<file path="config.mk">
export PLATFORM = sky130hd
export DESIGN_NAME = vec_accumulator_flat
export DESIGN_NICKNAME = d
export VERILOG_FILES = /design/src/rtl/vec_accumulator_pkg.sv /design/src/rtl/vec_accumulator_if.sv /design/src/rtl/vec_accumulator_lane_sum_tree.sv /design/src/rtl/vec_accumulator.sv /design/src/flat_wrapper.sv
export SDC_FILE = /design/constraint.sdc
export NUM_CORES = 1
export LEC_CHECK = 0
export CORE_UTILIZATION = 34
export CTS_CLUSTER_DIAMETER = 60
export DETAILED_ROUTE_END_ITERATION = 8
export PLACE_DENSITY = 0.69
export SYNTH_ARGS = -nofsm -noshare
export SYNTH_HDL_FRONTEND = slang
export SYNTH_SLANG_ARGS = --single-unit
</file>
<file path="constraint.sdc">
create_clock -name clk -period 3 [get_ports clk]
set_input_delay 0.75 -clock clk [delete_from_list [all_inputs] [get_ports clk]]
set_output_delay 0.75 -clock clk [all_outputs]
set_load 0.02 [all_outputs]
</file>
<file path="src/rtl/vec_accumulator_pkg.sv">
// ----------------------------------------------------------------------------
// vec_accumulator_pkg
//   Shared definitions for the vector accumulator slice.
//   - acc_state_t : control states (ACCUM collects beats, HOLD presents a result)
//   - clog2       : constant-friendly ceiling log2, used to size the lane sum
// ----------------------------------------------------------------------------
package vec_accumulator_pkg;

    typedef enum logic {
        ACCUM = 1'b0,
        HOLD  = 1'b1
    } acc_state_t;

    // Number of extra bits needed so that the sum of 'value' operands cannot
    // overflow; clog2(1) is 0, so a single lane keeps its native width.
    function automatic int clog2(input int value);
        int result;
        int remaining;
        result    = 0;
        remaining = value - 1;
        while (remaining > 0) begin
            result    = result + 1;
            remaining = remaining >> 1;
        end
        return result;
    endfunction

endpackage

</file>
<file path="src/rtl/vec_accumulator_if.sv">
// ----------------------------------------------------------------------------
// vec_accumulator_if
//   Beat input and result output handshakes of the vector accumulator.
//   master : operand source + result consumer side
//   slave  : accumulator side
//   in_valid/in_ready/in_data/in_last : beat channel, lane i at [i*IN_W +: IN_W]
//   out_valid/out_ready/out_data/out_ovf : result channel, out_ovf is sticky
// ----------------------------------------------------------------------------
interface vec_accumulator_if #(
    parameter int LANES = 4,
    parameter int IN_W  = 8,
    parameter int ACC_W = 12
);

    logic                   in_valid;
    logic                   in_ready;
    logic [LANES*IN_W-1:0]  in_data;
    logic                   in_last;
    logic                   out_valid;
    logic                   out_ready;
    logic [ACC_W-1:0]       out_data;
    logic                   out_ovf;

    modport master (
        output in_valid, in_data, in_last, out_ready,
        input  in_ready, out_valid, out_data, out_ovf
    );

    modport slave (
        input  in_valid, in_data, in_last, out_ready,
        output in_ready, out_valid, out_data, out_ovf
    );

endinterface

</file>
<file path="src/rtl/vec_accumulator_lane_sum_tree.sv">
// ----------------------------------------------------------------------------
// lane_sum_tree
//   Combinational reduction of LANES operands of IN_W bits into one sum of
//   IN_W+clog2(LANES) bits. Operands are sign-extended when SIGNED=1, else
//   zero-extended. The output width is exact, so the sum never overflows.
//   lanes : packed operands, lane i at [i*IN_W +: IN_W]
//   sum   : reduced result
// ----------------------------------------------------------------------------
module lane_sum_tree
    import vec_accumulator_pkg::*;
#(
    parameter int LANES  = 4,
    parameter int IN_W   = 8,
    parameter int SIGNED = 0,
    parameter int SUM_W  = IN_W + clog2(LANES)
) (
    input  logic [LANES*IN_W-1:0] lanes,
    output logic [SUM_W-1:0]      sum
);

    logic [IN_W-1:0] lane;

    // Linear accumulation over the lanes; synthesis rebalances this into an
    // adder tree, and every lane is widened to the full sum width first.
    always_comb begin
        sum  = '0;
        lane = '0;
        for (int i = 0; i < LANES; i++) begin
            lane = lanes[i*IN_W +: IN_W];
            if (SIGNED != 0)
                sum = sum + SUM_W'($signed(lane));
            else
                sum = sum + SUM_W'(lane);
        end
    end

endmodule

</file>
<file path="src/rtl/vec_accumulator.sv">
// ----------------------------------------------------------------------------
// vec_accumulator
//   Two-stage pipelined multi-lane accumulator. Stage 1 registers the lane sum
//   of each accepted beat; stage 2 adds it into the ACC_W accumulator with
//   optional saturation. A beat flagged last closes the vector and the result
//   is held on the output handshake until consumed.
//   clk, rst : rising-edge clock, asynchronous active-high reset
//   bus      : slave side of vec_accumulator_if (beat in, result out)
// ----------------------------------------------------------------------------
module vec_accumulator
    import vec_accumulator_pkg::*;
#(
    parameter int LANES    = 4,
    parameter int IN_W     = 8,
    parameter int ACC_W    = 12,
    parameter int SIGNED   = 0,
    parameter int SATURATE = 1
) (
    input logic              clk,
    input logic              rst,
    vec_accumulator_if.slave bus
);

    localparam int SUM_W = IN_W + clog2(LANES);
    localparam int EXT_W = ACC_W + 2;

    // Representable range of the accumulator, widened so the exact sum of
    // accumulator and lane sum can be compared against it without wrapping.
    localparam logic signed [EXT_W-1:0] HI_BOUND = (SIGNED != 0) ?
        {3'b000, {(ACC_W-1){1'b1}}} : {2'b00, {ACC_W{1'b1}}};
    localparam logic signed [EXT_W-1:0] LO_BOUND = (SIGNED != 0) ?
        {3'b111, {(ACC_W-1){1'b0}}} : {EXT_W{1'b0}};

    acc_state_t              state;
    acc_state_t              next_state;
    logic                    ready_en;
    logic                    accept;
    logic [SUM_W-1:0]        tree_sum;
    logic [SUM_W-1:0]        s1_sum;
    logic                    s1_vld;
    logic                    s1_last;
    logic [ACC_W-1:0]        acc;
    logic                    ovf_sticky;
    logic signed [EXT_W-1:0] acc_ext;
    logic signed [EXT_W-1:0] add_ext;
    logic signed [EXT_W-1:0] exact_sum;
    logic                    hi_ovf;
    logic                    lo_ovf;
    logic [ACC_W-1:0]        acc_next;
    logic                    out_take;

    lane_sum_tree #(
        .LANES  (LANES),
        .IN_W   (IN_W),
        .SIGNED (SIGNED),
        .SUM_W  (SUM_W)
    ) u_lane_sum_tree (
        .lanes (bus.in_data),
        .sum   (tree_sum)
    );

    // ready_en keeps in_ready low until the first edge after reset release;
    // the last-beat term stops a new beat sneaking in behind the closing one
    // before the FSM has moved to HOLD.
    assign bus.in_ready  = ready_en & (state == ACCUM) & ~(s1_vld & s1_last);
    assign accept        = bus.in_valid & bus.in_ready;
    assign out_take      = (state == HOLD) & bus.out_ready;
    assign bus.out_valid = (state == HOLD);
    assign bus.out_data  = acc;
    assign bus.out_ovf   = ovf_sticky;

    // Exact accumulator update, then clamp or wrap depending on SATURATE.
    always_comb begin
        if (SIGNED != 0) begin
            acc_ext = EXT_W'($signed(acc));
            add_ext = EXT_W'($signed(s1_sum));
        end else begin
            acc_ext = EXT_W'(acc);
            add_ext = EXT_W'(s1_sum);
        end
        exact_sum = acc_ext + add_ext;
        hi_ovf    = exact_sum > HI_BOUND;
        lo_ovf    = exact_sum < LO_BOUND;
        acc_next  = exact_sum[ACC_W-1:0];
        if (SATURATE != 0) begin
            if (hi_ovf)
                acc_next = HI_BOUND[ACC_W-1:0];
            else if (lo_ovf)
                acc_next = LO_BOUND[ACC_W-1:0];
        end
    end

    // Control state register.
    always_ff @(posedge clk or posedge rst) begin
        if (rst)
            state <= ACCUM;
        else
            state <= next_state;
    end

    // Close the vector when the last beat reaches stage 2; reopen on handshake.
    always_comb begin
        next_state = state;
        case (state)
            ACCUM:   if (s1_vld & s1_last) next_state = HOLD;
            HOLD:    if (bus.out_ready)    next_state = ACCUM;
            default: next_state = ACCUM;
        endcase
    end

    // Stage-1 register and stage-2 accumulator. The accumulator doubles as
    // the result register, so it only changes in ACCUM or on the handshake.
    always_ff @(posedge clk or posedge rst) begin
        if (rst) begin
            ready_en   <= 1'b0;
            s1_sum     <= '0;
            s1_vld     <= 1'b0;
            s1_last    <= 1'b0;
            acc        <= '0;
            ovf_sticky <= 1'b0;
        end else begin
            ready_en <= 1'b1;
            s1_vld   <= accept;
            s1_last  <= accept & bus.in_last;
            if (accept)
                s1_sum <= tree_sum;
            if (out_take) begin
                acc        <= '0;
                ovf_sticky <= 1'b0;
            end else if ((state == ACCUM) && s1_vld) begin
                acc        <= acc_next;
                ovf_sticky <= ovf_sticky | hi_ovf | lo_ovf;
            end
        end
    end

endmodule
</file>
<file path="src/flat_wrapper.sv">
// flat-port wrapper written by rule: the top's interface ports become plain ports
module vec_accumulator_flat import vec_accumulator_pkg::*;
#(
    parameter int LANES    = 4,
    parameter int IN_W     = 8,
    parameter int ACC_W    = 12,
    parameter int SIGNED   = 0,
    parameter int SATURATE = 1
)
  (clk, rst, bus_in_valid, bus_in_data, bus_in_last, bus_out_ready, bus_in_ready, bus_out_valid, bus_out_data, bus_out_ovf);
  vec_accumulator_if #(.LANES(LANES), .IN_W(IN_W), .ACC_W(ACC_W)) bus_i ();
  input logic clk;
  input logic rst;
  input wire logic [$bits(bus_i.in_valid)-1:0] bus_in_valid;
  input wire logic [$bits(bus_i.in_data)-1:0] bus_in_data;
  input wire logic [$bits(bus_i.in_last)-1:0] bus_in_last;
  input wire logic [$bits(bus_i.out_ready)-1:0] bus_out_ready;
  output wire logic [$bits(bus_i.in_ready)-1:0] bus_in_ready;
  output wire logic [$bits(bus_i.out_valid)-1:0] bus_out_valid;
  output wire logic [$bits(bus_i.out_data)-1:0] bus_out_data;
  output wire logic [$bits(bus_i.out_ovf)-1:0] bus_out_ovf;
  assign bus_i.in_valid = bus_in_valid;
  assign bus_i.in_data = bus_in_data;
  assign bus_i.in_last = bus_in_last;
  assign bus_i.out_ready = bus_out_ready;
  assign bus_in_ready = bus_i.in_ready;
  assign bus_out_valid = bus_i.out_valid;
  assign bus_out_data = bus_i.out_data;
  assign bus_out_ovf = bus_i.out_ovf;
  vec_accumulator #(.LANES(LANES), .IN_W(IN_W), .ACC_W(ACC_W), .SIGNED(SIGNED), .SATURATE(SATURATE)) u_core (.clk(clk), .rst(rst), .bus(bus_i));
endmodule
</file>
Word-level counts from Yosys, hierarchy flattened --
Index checks and enable logic that the tools add are counted.
Storage, ports and cells: register bits after elaboration 27, input port bits 37
Cells by class: multiplexer cells 9, magnitude comparators 2, add/subtract/negate cells 4, bitwise operators 10, reduce and logical (&&, ||, !) cells 2
Operator list (number):
- 12-bit 2-to-1 mux | 4
- 14-bit by 13-bit greater-than comparator with 1-bit output (second input constant) | 1
- 14-bit by 1-bit < comparator with 1-bit output (second input constant) | 1
- 12-bit by 10-bit adder with 13-bit output | 1
- 10-bit by 8-bit adder with 10-bit output | 1
- 9-bit by 8-bit adder with 10-bit output | 1
- 8-bit by 8-bit adder with 9-bit output | 1
- 1-bit bitwise AND | 6
- 1-bit 2-to-1 mux | 4
- 1-bit inverter | 2
- 1-bit bitwise OR | 2
- 1-bit case mux with 2 select lines | 1
- 2-bit nonzero test | 1
- 1-bit logical AND | 1

Longest topological paths before layout --
Gate-level depths: netlist of the first run.
depth after elaboration 6, mapped depth 11

By module --
Synthesis of the first run repeated with hierarchy kept, for this count alone.
Second synthesis, totals: cells, all modules 257, area, all modules 2311.0 µm²
Modules (own cells, without submodules):
- vec_accumulator | instances 1, cells an instance 160, area each 1521.5 µm², seq. area each 675.6 µm²
- lane_sum_tree | instances 1, cells an instance 97, area each 789.5 µm², seq. area each 0.0 µm²

Least setup slack after synthesis of the first run --
No wires, ideal clock.
path type input port to flip-flop, from in bus_in_data[1], to reg u_core.s1_sum[9], path slack -0.303 ns, buffers on the path 0, data arrival time 3.168 ns, cell stages on the path 11, path through fa_1 > fa_1 > ha_1 > inv_1 > fa_1 > nor2b_1 > o31a_1 > o21ai_0 > nand2b_1 > a2111oi_0 > nor3_1
On the way: longest elaborated chain between the ends 3
Ends and longest elaborated chain:
- start: declaration | line flat_wrapper.sv:15 | input wire logic [$bits(bus_i.in_data)-1:0] bus_in_data;
- 8-bit by 8-bit adder with 9-bit output | line vec_accumulator_lane_sum_tree.sv:33 | sum = sum + SUM_W'(lane);
- 9-bit by 8-bit adder with 10-bit output | line vec_accumulator_lane_sum_tree.sv:33
- 10-bit by 8-bit adder with 10-bit output | line vec_accumulator_lane_sum_tree.sv:33
- end signal: assignment | line vec_accumulator.sv:126 | s1_sum <= tree_sum;
- end: declaration | line vec_accumulator.sv:39 | logic [SUM_W-1:0] s1_sum;
No other way between the ends. A chain may end at the register's enable or synchronous reset.

Worst setup path after layout of the first run --
from in bus_in_data[17], to reg u_core.s1_sum[7]
On the way: longest elaborated chain between the ends 2
Ends and longest elaborated chain (line):
- 9-bit by 8-bit adder with 10-bit output | vec_accumulator_lane_sum_tree.sv:33
- 10-bit by 8-bit adder with 10-bit output | vec_accumulator_lane_sum_tree.sv:33
No other way between the ends.

==> results of run 1 <==
power by group:
| group | leakage [nW] | total (mW) | switching [mW] | internal, mW |
|---|---|---|---|---|
| registers | 0.341 | 0.596 | 0.103 | 0.493 |
| logic | 0.914 | 1.62 | 0.800 | 0.824 |
| clock network | 0.0217 | 0.217 | 0.123 | 0.0946 |
| total | 1.28 | 2.44 | 1.03 | 1.41 |
synthesized netlist by cell type, drive strengths merged, types with 2 or more instances:
library cell and n:
a2111oi 3, a211oi 5, a21o 5, a21oi 9, a221o 9, a31oi 2
and3 3, clkbuf 3, dfrtp 27, fa 17, ha 19, inv 11
nand2 17, nor2 8, nor2b 3, nor3 3, o21a 4, o21ai 17
o21bai 3, xnor2 7, xor2 4
routing by layer:
layer	up-vias	track usage	routed length, um
met3	10	0.0236	199
met1	826	0.188	2000
met2	58	0.244	2180
li1	832	-	-
met4	0	0.0625	88
met5	-	0	0
final cells by class:
type / count / area [um^2] / area share
Timing Repair Buffer: 64 / 576 / 0.199
Clock buffer: 3 / 41.3 / 0.0142
Tap cell: 75 / 93.8 / 0.0324
Inverter: 11 / 41.3 / 0.0142
Multi-Input combinational cell: 152 / 1460 / 0.505
Clock inverter: 1 / 7.51 / 0.00259
Sequential cell: 27 / 676 / 0.233
timing repair:
action                                  4_1_cts  5_1_grt
pin swaps                                    23        9
gates resized for setup                      47        8
endpoints found under the setup margin        6        4
setup buffers                                 1        1
cells by family (layout without fill, tap and decap cells):
logic type | Yosys count | after routing | synth area share
AO/OA/AOI/OAI | 64 | 64 | 0.232
XOR/XNOR | 11 | 11 | 0.0456
flip-flops | 27 | 27 | 0.320
AND/OR/NAND/NOR | 38 | 38 | 0.0870
multiplexers | 2 | 2 | 0.0101
buffers and inverters | 15 | 79 | 0.0302
other | 1 | 1 | 0.00177
adder cells (fa/ha/maj) | 36 | 36 | 0.274
registers in the layout, indices dropped and copies added (netlist names):
name,flops
u_core.bus.out_data,12
u_core.bus.out_ovf,1
u_core.bus.out_valid,1
u_core.ready_en,1
u_core.s1_last,1
u_core.s1_sum,10
u_core.s1_vld,1
stage by stage:
stage	utilization	hold WS, ns	std cells	total power [mW]	setup slack, ns
6_report	0.487	0.492	333	2.44	-0.0479
4_1_cts	0.478	0.495	332	2.40	-0.118
2_1_floorplan	-	0.450	194	1.68	-0.145
5_1_grt	0.487	0.529	333	2.65	-0.176
3_3_place_gp	0.468	0.472	327	2.10	-0.642
3_5_place_dp	0.468	0.473	327	2.14	-0.682
how the worst max path moves through the flow:
stage | from | endpoint | slack, ns | depth (start not counted)
global route | bus_in_data[17] | u_core.s1_sum[9] | -0.18 | 12
floorplan | bus_in_data[3] | u_core.s1_sum[9] | -0.14 | 9
detailed placement | bus_in_data[3] | u_core.s1_sum[9] | -0.68 | 10
finish | bus_in_data[17] | u_core.s1_sum[7] | -0.05 | 13
CTS | bus_in_data[17] | u_core.s1_sum[9] | -0.12 | 12
global placement | bus_in_data[1] | u_core.s1_sum[9] | -0.64 | 12
critical path: stages:
cell and delay (ns):
buf_6 0.09, fa_1 0.48, fa_1 0.50, ha_2 0.19, inv_2 0.04, fa_2 0.38, nor2b_4 0.12, o31a_1 0.16
o21ai_1 0.07, nand2b_1 0.13, buf_4 0.14, xnor2_2 0.10, o21ai_1 0.07
==> results.yml, run 1 <==
outcome:
  outcome: "complete, but fails checks"
  violations: "negative setup slack"
worst_hold_path:
  holdPathStages: 2
  hold_path_end: "u_core.s1_sum[0]"
  hold_path_class: "reg2reg"
  min_from: "u_core.s1_sum[0]"
floorplan:
  dieWidth_um: 80.8
  io_pins: 52
  coreArea_um2: 5960
  rows: 28
  start_util: 0.355
  design.die.area_um2: 6540
  die_h_um: 80.8
sta:
  clock_skew_ns: 0.0107
  rsz0062_at_grt: "yes"
  finalSetupTns_ns: -0.0914
  fmax_mhz: 328
  setup-violations-final: 2
  maxSlewHeadroom: 0.595
  min_period_ns: 3.05
  setup_slack_ns: -0.0479
  slew_violations: 0
  fin_crit_sh: 1.02
  worstMarginPinSlew_ns: 0.605
  finalHoldViolations: 0
drt:
  drtPass1Iterations: 4
  drc_errors: 0
  vias: 1726
  wl_um: 4470
  viasPerCell: 5.18
  drt.antenna.violating_nets: 0
  wl_per_cell_um: 13.4
  drtIter0Drc: 79
setup_path:
  path_max_fanout: 2
  rr_endpoint: "u_core.bus.out_data[6]"
  path_class: "in2reg"
  worstReg2RegStart: "u_core.bus.out_data[0]"
  reg2reg_slack_ns: 0.59
  reg2regPathDepth: 9
  crit_required_ns: 3.16
  worst_ep_arrival_time_ns: 3.21
  cp-start-kind: "primary input"
  cp-end-kind: "flop"
clock_tree:
  clock_latency_ns: 0.28
  clockRootBuffer: "clkbuf_8"
  cts.path.max_buffers: 2
  numClockSinks: 27
  path_clk_slew_ns: 0.10
  h-tree-depth: 1
  cts_hold_buf: 0
  cts_tree: "yes"
  cts_inserted_buffers: 3
synth:
  yosysWarnings: 0
  synth_edf_count: 0
  syn_inst: 194
  synth_top_cell_by_area: "dfrtp_1"
  ys.flop_type: "dfrtp_1"
  postSynthAreaPerCell_um2: 10.9
  ys_top_cells_by_area: "dfrtp_1 32%, fa_1 16%, ha_1 11%"
  synth_top_area_frac: 0.320
  syn_area_um2: 2110
  syn_nets: 267
  synth-async-reset-ratio: 1.00
  seq_area_frac_synth: 0.320
  ys_seq_elements: 27
  synth_cell_types: 42
place:
  place_congestion: 0.790
  placed_area_um2: 2790
  portBuffers: 51
  dp_hpwl_um: 3470
global_route:
  grt_pass1_wl_um: 7420
  grt_usage: 0.147
  grt_pass1_vias: 1682
  grt_max_degree: 28
  antenna_found_initial: 0
  grt-ovfl-total: 0
power:
  ir_worst_vdd_mv: 0.312
  leakage_nw: 1.28
  power_density_nw_per_um2: 841
cells_and_area:
  drive_above_1_share: 0.182
  num-fill-cells: 555
  layout_common_cells: "33 x clkdlybuf4s50_1, 27 x dfrtp_1, 17 x nand2_1"
  nets: 332
  finalInstanceArea_um2: 2900
  area_growth_pct: 37.1
  diodes: 0
  layout_commonest_cell: "clkdlybuf4s50_1"
run:
  drv_cap: 0
No activity file was read; power rests on OpenSTA's default activity.
==> run 2, diff against run 1 <==
ABC_CLOCK_PERIOD_IN_PS = 3000   (was unset)
==> results of run 2 <==
Same layout as run 1: the final DEF is identical, and so are final timing and power.
==> run 3, diff against run 2 <==
CAP_MARGIN = 20   (was unset)
==> results of run 3 <==
Same layout as run 1: the final DEF is identical, and so are final timing and power.
